===== config.mk =====
export PLATFORM = sky130hd
export DESIGN_NAME = mem_line_ctrl
export DESIGN_NICKNAME = d
export VERILOG_FILES = /design/src/rtl/mem_line_ctrl.sv
export SDC_FILE = /design/constraint.sdc
export NUM_CORES = 1
export LEC_CHECK = 0
export BUFFER_PORTS_ARGS = -buffer_cell sky130_fd_sc_hd__buf_4
export CAP_MARGIN = 25
export CORE_AREA = 2 2 160 162
export DETAILED_ROUTE_END_ITERATION = 10
export DIE_AREA = 0 0 162 164
export HOLD_SLACK_MARGIN = 0.08
export PLACE_DENSITY = 0.89
export SKIP_LAST_GASP = 1
export SYNTH_ARGS = -nofsm -noshare
export SYNTH_HDL_FRONTEND = slang
export SYNTH_SLANG_ARGS = --single-unit

===== constraint.sdc =====
create_clock -name clk -period 14.14 [get_ports clk]
set_input_delay 0.707 -clock clk [delete_from_list [all_inputs] [get_ports clk]]
set_output_delay 0.707 -clock clk [all_outputs]
set_load 0.02 [all_outputs]

===== src/rtl/mem_line_ctrl.sv =====
// Line-transfer controller: moves one WORDS-word line between a 32-bit memory port and line buffers.
// Build option CRITICAL_WORD_FIRST_EN: reads start at the requested word instead of word 0.
module mem_line_ctrl #(
  parameter int WORDS = 4
) (
  input  logic                clk,
  input  logic                reset,
  input  logic                Req,
  input  logic                Write,
  input  logic [31:0]         Addr,
  input  logic [32*WORDS-1:0] WLine,
  output logic [32*WORDS-1:0] RLine,
  output logic                Busy,
  output logic                Done,
  output logic                HSEL,
  output logic                re,
  output logic                we,
  output logic [31:0]         a,
  output logic [31:0]         wd,
  input  logic [31:0]         rd,
  input  logic                Valid
);

  localparam int IW = $clog2(WORDS);
  localparam int LW = IW + 2;  // byte-offset bits spanned by one line

  typedef enum logic [1:0] {
    IDLE  = 2'd0,
    READ  = 2'd1,
    WRITE = 2'd2,
    DONE  = 2'd3
  } state_t;

  state_t          state_q;
  state_t          state_d;

  logic [31:LW]    base_hi;
  logic [IW-1:0]   start_q;
  logic [IW-1:0]   start_d;
  logic [IW-1:0]   count;
  logic [IW-1:0]   idx;
  logic            last;
  logic            start_xfer;
  logic            xfer;
  logic [31:0]     addr_cur;
  logic [31:0]     wbuf [WORDS];
  logic [31:0]     rbuf [WORDS];
  logic            unused_addr_bits;

  assign unused_addr_bits = ^Addr[LW-1:0];

  // Index wraps within the line because idx is exactly log2(WORDS) bits wide.
  assign idx      = start_q + count;
  assign last     = (count == IW'(WORDS - 1));
  assign addr_cur = {base_hi, idx, 2'b00};

`ifdef CRITICAL_WORD_FIRST_EN
  assign start_d = Write ? '0 : Addr[LW-1:2];
`else
  assign start_d = '0;
`endif

  always_ff @(posedge clk or posedge reset) begin
    if (reset) begin
      state_q <= IDLE;
    end else begin
      state_q <= state_d;
    end
  end

  // DONE accepts a pending Req directly so a held request restarts without an idle cycle.
  always_comb begin
    state_d    = state_q;
    start_xfer = 1'b0;
    xfer       = 1'b0;
    Busy       = 1'b0;
    Done       = 1'b0;
    HSEL       = 1'b0;
    re         = 1'b0;
    we         = 1'b0;
    a          = '0;
    wd         = '0;
    case (state_q)
      IDLE: begin
        if (Req) begin
          start_xfer = 1'b1;
          state_d    = Write ? WRITE : READ;
        end
      end
      READ: begin
        Busy = 1'b1;
        HSEL = 1'b1;
        re   = 1'b1;
        a    = addr_cur;
        if (Valid) begin
          xfer = 1'b1;
          if (last) state_d = DONE;
        end
      end
      WRITE: begin
        Busy = 1'b1;
        HSEL = 1'b1;
        we   = 1'b1;
        a    = addr_cur;
        wd   = wbuf[idx];
        if (Valid) begin
          xfer = 1'b1;
          if (last) state_d = DONE;
        end
      end
      DONE: begin
        Done    = 1'b1;
        state_d = IDLE;
        if (Req) begin
          start_xfer = 1'b1;
          state_d    = Write ? WRITE : READ;
        end
      end
      default: state_d = IDLE;
    endcase
  end

  always_ff @(posedge clk or posedge reset) begin
    if (reset) begin
      base_hi <= '0;
      start_q <= '0;
      count   <= '0;
      for (int i = 0; i < WORDS; i++) begin
        wbuf[i] <= '0;
        rbuf[i] <= '0;
      end
    end else if (start_xfer) begin
      base_hi <= Addr[31:LW];
      start_q <= start_d;
      count   <= '0;
      for (int i = 0; i < WORDS; i++) begin
        wbuf[i] <= WLine[32*i +: 32];
      end
    end else if (xfer) begin
      count <= count + IW'(1);
      if (re) rbuf[idx] <= rd;
    end
  end

  for (genvar g = 0; g < WORDS; g++) begin : g_rline
    assign RLine[32*g +: 32] = rbuf[g];
  end

endmodule


After elaboration in Yosys (flattened, before gate mapping)
Cells that the tools add are included.

cells by class
  div/mod/pow operators = 0
  shift-type cells = 0
  magnitude comparators = 2
  bitwise gates (word level) = 2
  $mul = 0
  muxes and demuxes = 24
  add/subtract/negate cells = 1
  reduce and logical (&&, ||, !) cells = 7
  equality and inequality tests = 7

operator list
  cell                                                                  number
  32-bit 2-to-1 mux                                                     5
  128-bit bitwise mux                                                   1
  32-bit binary-select mux with 2-bit select                            1
  32-bit demux with 2-bit select                                        1
  2-bit 2-to-1 mux                                                      7
  1-bit 2-to-1 mux                                                      8
  2-bit == test, second input constant                                  3
  2-bit case mux with 3 select lines                                    1
  3-bit AND reduction                                                   2
  2-bit by 1-bit != test with 1-bit output, second input constant       2
  2-bit OR reduction                                                    2
  3-bit greater-or-equal comparator, second input constant              1
  3-bit by 1-bit < comparator with 1-bit output, second input constant  1
  2-bit inverter with 3-bit output                                      1
  2-bit by 1-bit adder with 2-bit output, second input constant         1
  2-bit by 1-bit == test with 1-bit output, second input constant       1
  2-bit logical NOT                                                     1
  2-bit != test, second input constant                                  1
  2-bit nonzero test                                                    1
  1-bit logical AND                                                     1
  1-bit inverter                                                        1

word-level totals
  output and inout bits = 197
  memory bits (writable) = 0
  register bits = 288
  memories kept = 0
  bits in latches = 0
  input bits = 197
  memory bits (read-only) = 0

Longest topological paths before layout
  depth after elaboration = 6
  depth in mapped cells = 7
  depth with buffers taken out = 5

Worst setup path after synthesis
OpenSTA, ideal clock, no wires.

  path type = register to output
  start point = register state_q[0]
  end point = output port a[10]
  path buffers = 2
  arrival time = 1562 ps
  required time = 13433 ps
  slack = 11871 ps
  stages on the path, launching flop included = 6
  path through = dfrtp_1 -> inv_1 -> ha_1 -> buf_4 -> clkbuf_1 -> and2_1

between the ends
  word-level cells in the longest chain between the ends = 3

RTL lines
  item                                                                       line  text
  from (decl)                                                                34    state_t state_q;
  from (signal assigned)                                                     67    state_q <= state_d;
  2-bit == test or 2-bit by 1-bit == test with 1-bit output (tied branches)  83    case (state_q)
  2-bit OR reduction (no source line) *                                      -
  32-bit 2-to-1 mux *                                                        83
  to (decl)                                                                  18    output logic [31:0] a,

Every way passes the cells marked *; elsewhere a longest branch is shown, timed or not.

Worst setup path in the final report
  start point = register state_q[0]
  end point = register wbuf[22] in the netlist's numbering

between the ends
  word-level cells in the longest chain between the ends = 3

RTL lines
  item                                                line  text
  2-bit == test or 2-bit logical NOT (tied branches)  83
  2-bit OR reduction (no source line) *               -
  1-bit 2-to-1 mux *                                  -
  to (signal, indexed assignment)                     137   wbuf[i] <= WLine[32*i +: 32];
  to (decl)                                           46    logic [31:0] wbuf [WORDS];

Marked as above.
A chain may end at the register's enable or synchronous reset.

==> metrics.md <==
| Metric | Value |
|---|---|
| Status | finished clean |
| Ys async rst share | 100.0% |
| Hold crit path type | input pin to asynchronous set/reset pin |
| Crit. End Element | flop |
| # fillers | 1746 |
| Detailed-placement wirelength estimate | 20.40 mm |
| Post-DR wirelength/cell | 20.25 µm |
| RSZ-0062 raised after global routing | no |
| Syn Inst Count | 751 |
| Final Setup Violations | 0 |
| FP Rows | 58 |
| Synth unique cells | 25 |
| Final wirelength | 30.11 mm |
| Ys Warns | 0 |
| Clock Tree Root | clkbuf_16 |
| Pin count of the biggest net entering global routing | 130 |
| Gpl congestion | 0.7735 |
| Non-filler cells, final | 1487 |
| CP required | 14.56 ns |
| Final Hold Vio Count | 0 |
| Crit-path most repeated cell | buf_4 |
| Ports | 394 |
| Post-CTS Resized | 0 |
| Core box area | 24820 µm² |
| Clk sinks | 288 |
| Die area | 26570 µm² |
| Worst reg-to-reg path cell count | 7 |
| Drt first pass iters | 6 |
| Total track usage | 22.16% |
| Clock skew | 0.006400 ns |
| First-pass GRT wire length | 46.31 mm |
| Fmax | 300.6 MHz |
| Chip height | 164 µm |
| Total gr overflow | 0 |
| Number of global-route vias before repair | 8356 |
| Clock Power Share | 19.7% |
| ANT nets after route | 0 |
| Arr. time, crit path | 3.74 ns |
| CP Launch Type | flop |
| Die W | 162 µm |
| Setup bufs post-CTS | 0 |
| # hold bufs at CTS | 0 |
| CP Max Fanout | 78 |
| Vias | 7789 |
| H-Tree Depth | 1 |
| Pint | 2.706 mW |
| Post-synth EDFFs | 0 |
| Pwr dens | 249.6 nW/µm² |
| Sw frac | 34.14% |
| Fin crit period | 3.327 ns |
| DRC Markers | 0 |
| Clock Pin Slew Worst Setup and Hold Paths | 0.06 ns |
| Period utilization | 23.53% |
| Port-buffer cells | 387 |
| Worst skew pair latency | 0.53 ns |
| P_sw | 1.403 mW |
| Fin Setup TNS | 0 ns |
| CP max stage delay | 0.69 ns |
| Slew margin rel. | 35.78% |
| Share of cells above drive strength 1 | 64.48% |
| Top Family by Delay on Critical Path | buffers and inverters |
| CP Depth | 7 |
| Clock buffer depth | 3 |
| Synth Register Bits | 288 |
| Starting Density | 49.57% |
| Syn avg cell area | 16.38 µm² |
| Diodes inserted | 0 |
| Initial antenna violation count | 0 |
| CP Buf/Inv Count | 4 |
| Pleak | 8.004 nW |
| Num CTS Buffers | 30 |
| Via density | 5.238 |
| Post-synth top flop | dfrtp_1 |
| Critical path class | flop to flop |
| Initial DRC Count | 403 |
| Comb power frac | 45.4% |
| Worst slew pin tran | 0.9633 ns |
| CTS tree | done |
| Final nets | 1342 |
| Fin. max-slew vios | 0 |
| Placed cells | 1430 |
| Sequential Power Share | 35.0% |
| Slowest-stage cell, CP | buf_4 |
| Area grow syn2layout | 33.80% |
| Max-Cap Viols | 0 |
| Seq/Total Area, Yosys | 58.58% |
| Crit-path cells | inv_1 -> ha_1 -> and2b_4 -> buf_4 -> buf_4 -> buf_16 -> mux2_2 |
| Worst vdd ir | 0.1622 mV |
| Syn Std Cell Area | 12300 µm² |
| Final Util | 66.32% |
## synthesized netlist by cell type, types with 6 or more instances
master	n	share of area, %
ha_1	10	1.0
buf_2	9	0.37
clkbuf_1	7	0.21
buf_4	18	1.1
buf_6	10	0.92
mux4_2	6	1.1
and2_1	62	3.2
dfrtp_1	288	59
mux2_2	285	26
mux4_1	26	5.6
inv_1	6	0.18
## registers in the layout (all words and copies together), names as in the netlist
signal and count:
RLine 128, base_hi 28, count 2, state_q 2
wbuf 128
## worst reg2reg max path, cell delays in order, from the launching register on
cell	delay [ns]
dfrtp_1	0.43
inv_1	0.11
ha_1	0.53
and2b_4	0.34
buf_4	0.69
buf_4	0.34
buf_16	0.35
mux2_2	0.42
## stage by stage
stage	power [mW]	setup slack [ns]	area (µm²)	hold WS (ns)
3_3_place_gp	3.219	10.16	15310	0.4779
6_report	4.109	10.81	16460	0.3672
4_1_cts	4.140	10.44	16380	0.3605
3_5_place_dp	3.308	10.46	15340	0.4870
2_1_floorplan	2.630	5.484	12310	0.4718
5_1_grt	4.323	10.59	16460	0.3651
## logic make-up (layout without fill, tap and decap cells)
logic type,count (synthesis),after routing,share of synthesized area [%]
AND/OR/NAND/NOR,73,73,3.824
other,1,2,0.03048
XOR/XNOR,1,1,0.07121
flip-flops,288,288,58.58
adder cells (fa/ha/maj),10,10,1.017
buffers and inverters,53,458,3.265
multiplexers,319,319,32.92
AO/OA/AOI/OAI,6,6,0.2848
## cell usage in the layout (no fill, tap or decap), types with 3 or more instances in the layout
master / netlist / final
inv_1: 6 / 5
and2_1: 62 / 62
clkbuf_16: 0 / 31
ha_1: 10 / 10
mux4_2: 6 / 6
clkbuf_1: 7 / 5
buf_16: 0 / 4
clkinv_2: 0 / 4
clkbuf_8: 0 / 12
mux4_1: 26 / 26
nand2_4: 3 / 3
nand2_1: 3 / 3
buf_4: 18 / 394
dfrtp_1: 288 / 286
mux2_2: 285 / 285
## cell type report
class / instances / area (µm²) / share of cell area, %
Clock buffer: 48 / 959.7 / 5.830
Clock inverter: 6 / 80.08 / 0.4865
Inverter: 6 / 30.03 / 0.1824
Multi-Input combinational cell: 411 / 4700 / 28.55
Sequential cell: 288 / 7209 / 43.80
Tap cell: 330 / 412.9 / 2.509
Timing Repair Buffer: 398 / 3068 / 18.64
## power groups by stage
| stage | combinational [mW] | clock [mW] | sequential [mW] |
|---|---|---|---|
| finish | 1.86 | 0.808 | 1.44 |
| global route | 1.97 | 0.864 | 1.48 |
| CTS | 1.88 | 0.828 | 1.44 |
| detailed placement | 1.86 | 0 | 1.45 |
| global placement | 1.80 | 0 | 1.42 |
| floorplan | 1.06 | 0 | 1.57 |
## path summary, 6_finish.rpt
| check | startpoint | endpoint | slack (ns) |
|---|---|---|---|
| min in group clk | WLine[75] | wbuf[43] | 0.39 |
| max | state_q[0] | wbuf[22] | 10.81 |
| max reg2reg | state_q[0] | wbuf[22] | 10.81 |
| min reg2reg | wbuf[87] | wbuf[87] | 0.50 |
| min | reset | wbuf[117] | 0.37 |
| max in group asynchronous | reset | RLine[66] | 12.51 |
## routing by layer
layer / up-vias / track usage, % / part of all wire, %
met5: - / 0 / 0
met2: 265 / 38.26 / 51
met4: 0 / 9.614 / 4.3
li1: 3458 / - / -
met1: 3989 / 27.30 / 39
met3: 77 / 4.343 / 5.7
(Power assumes the default switching activity.)
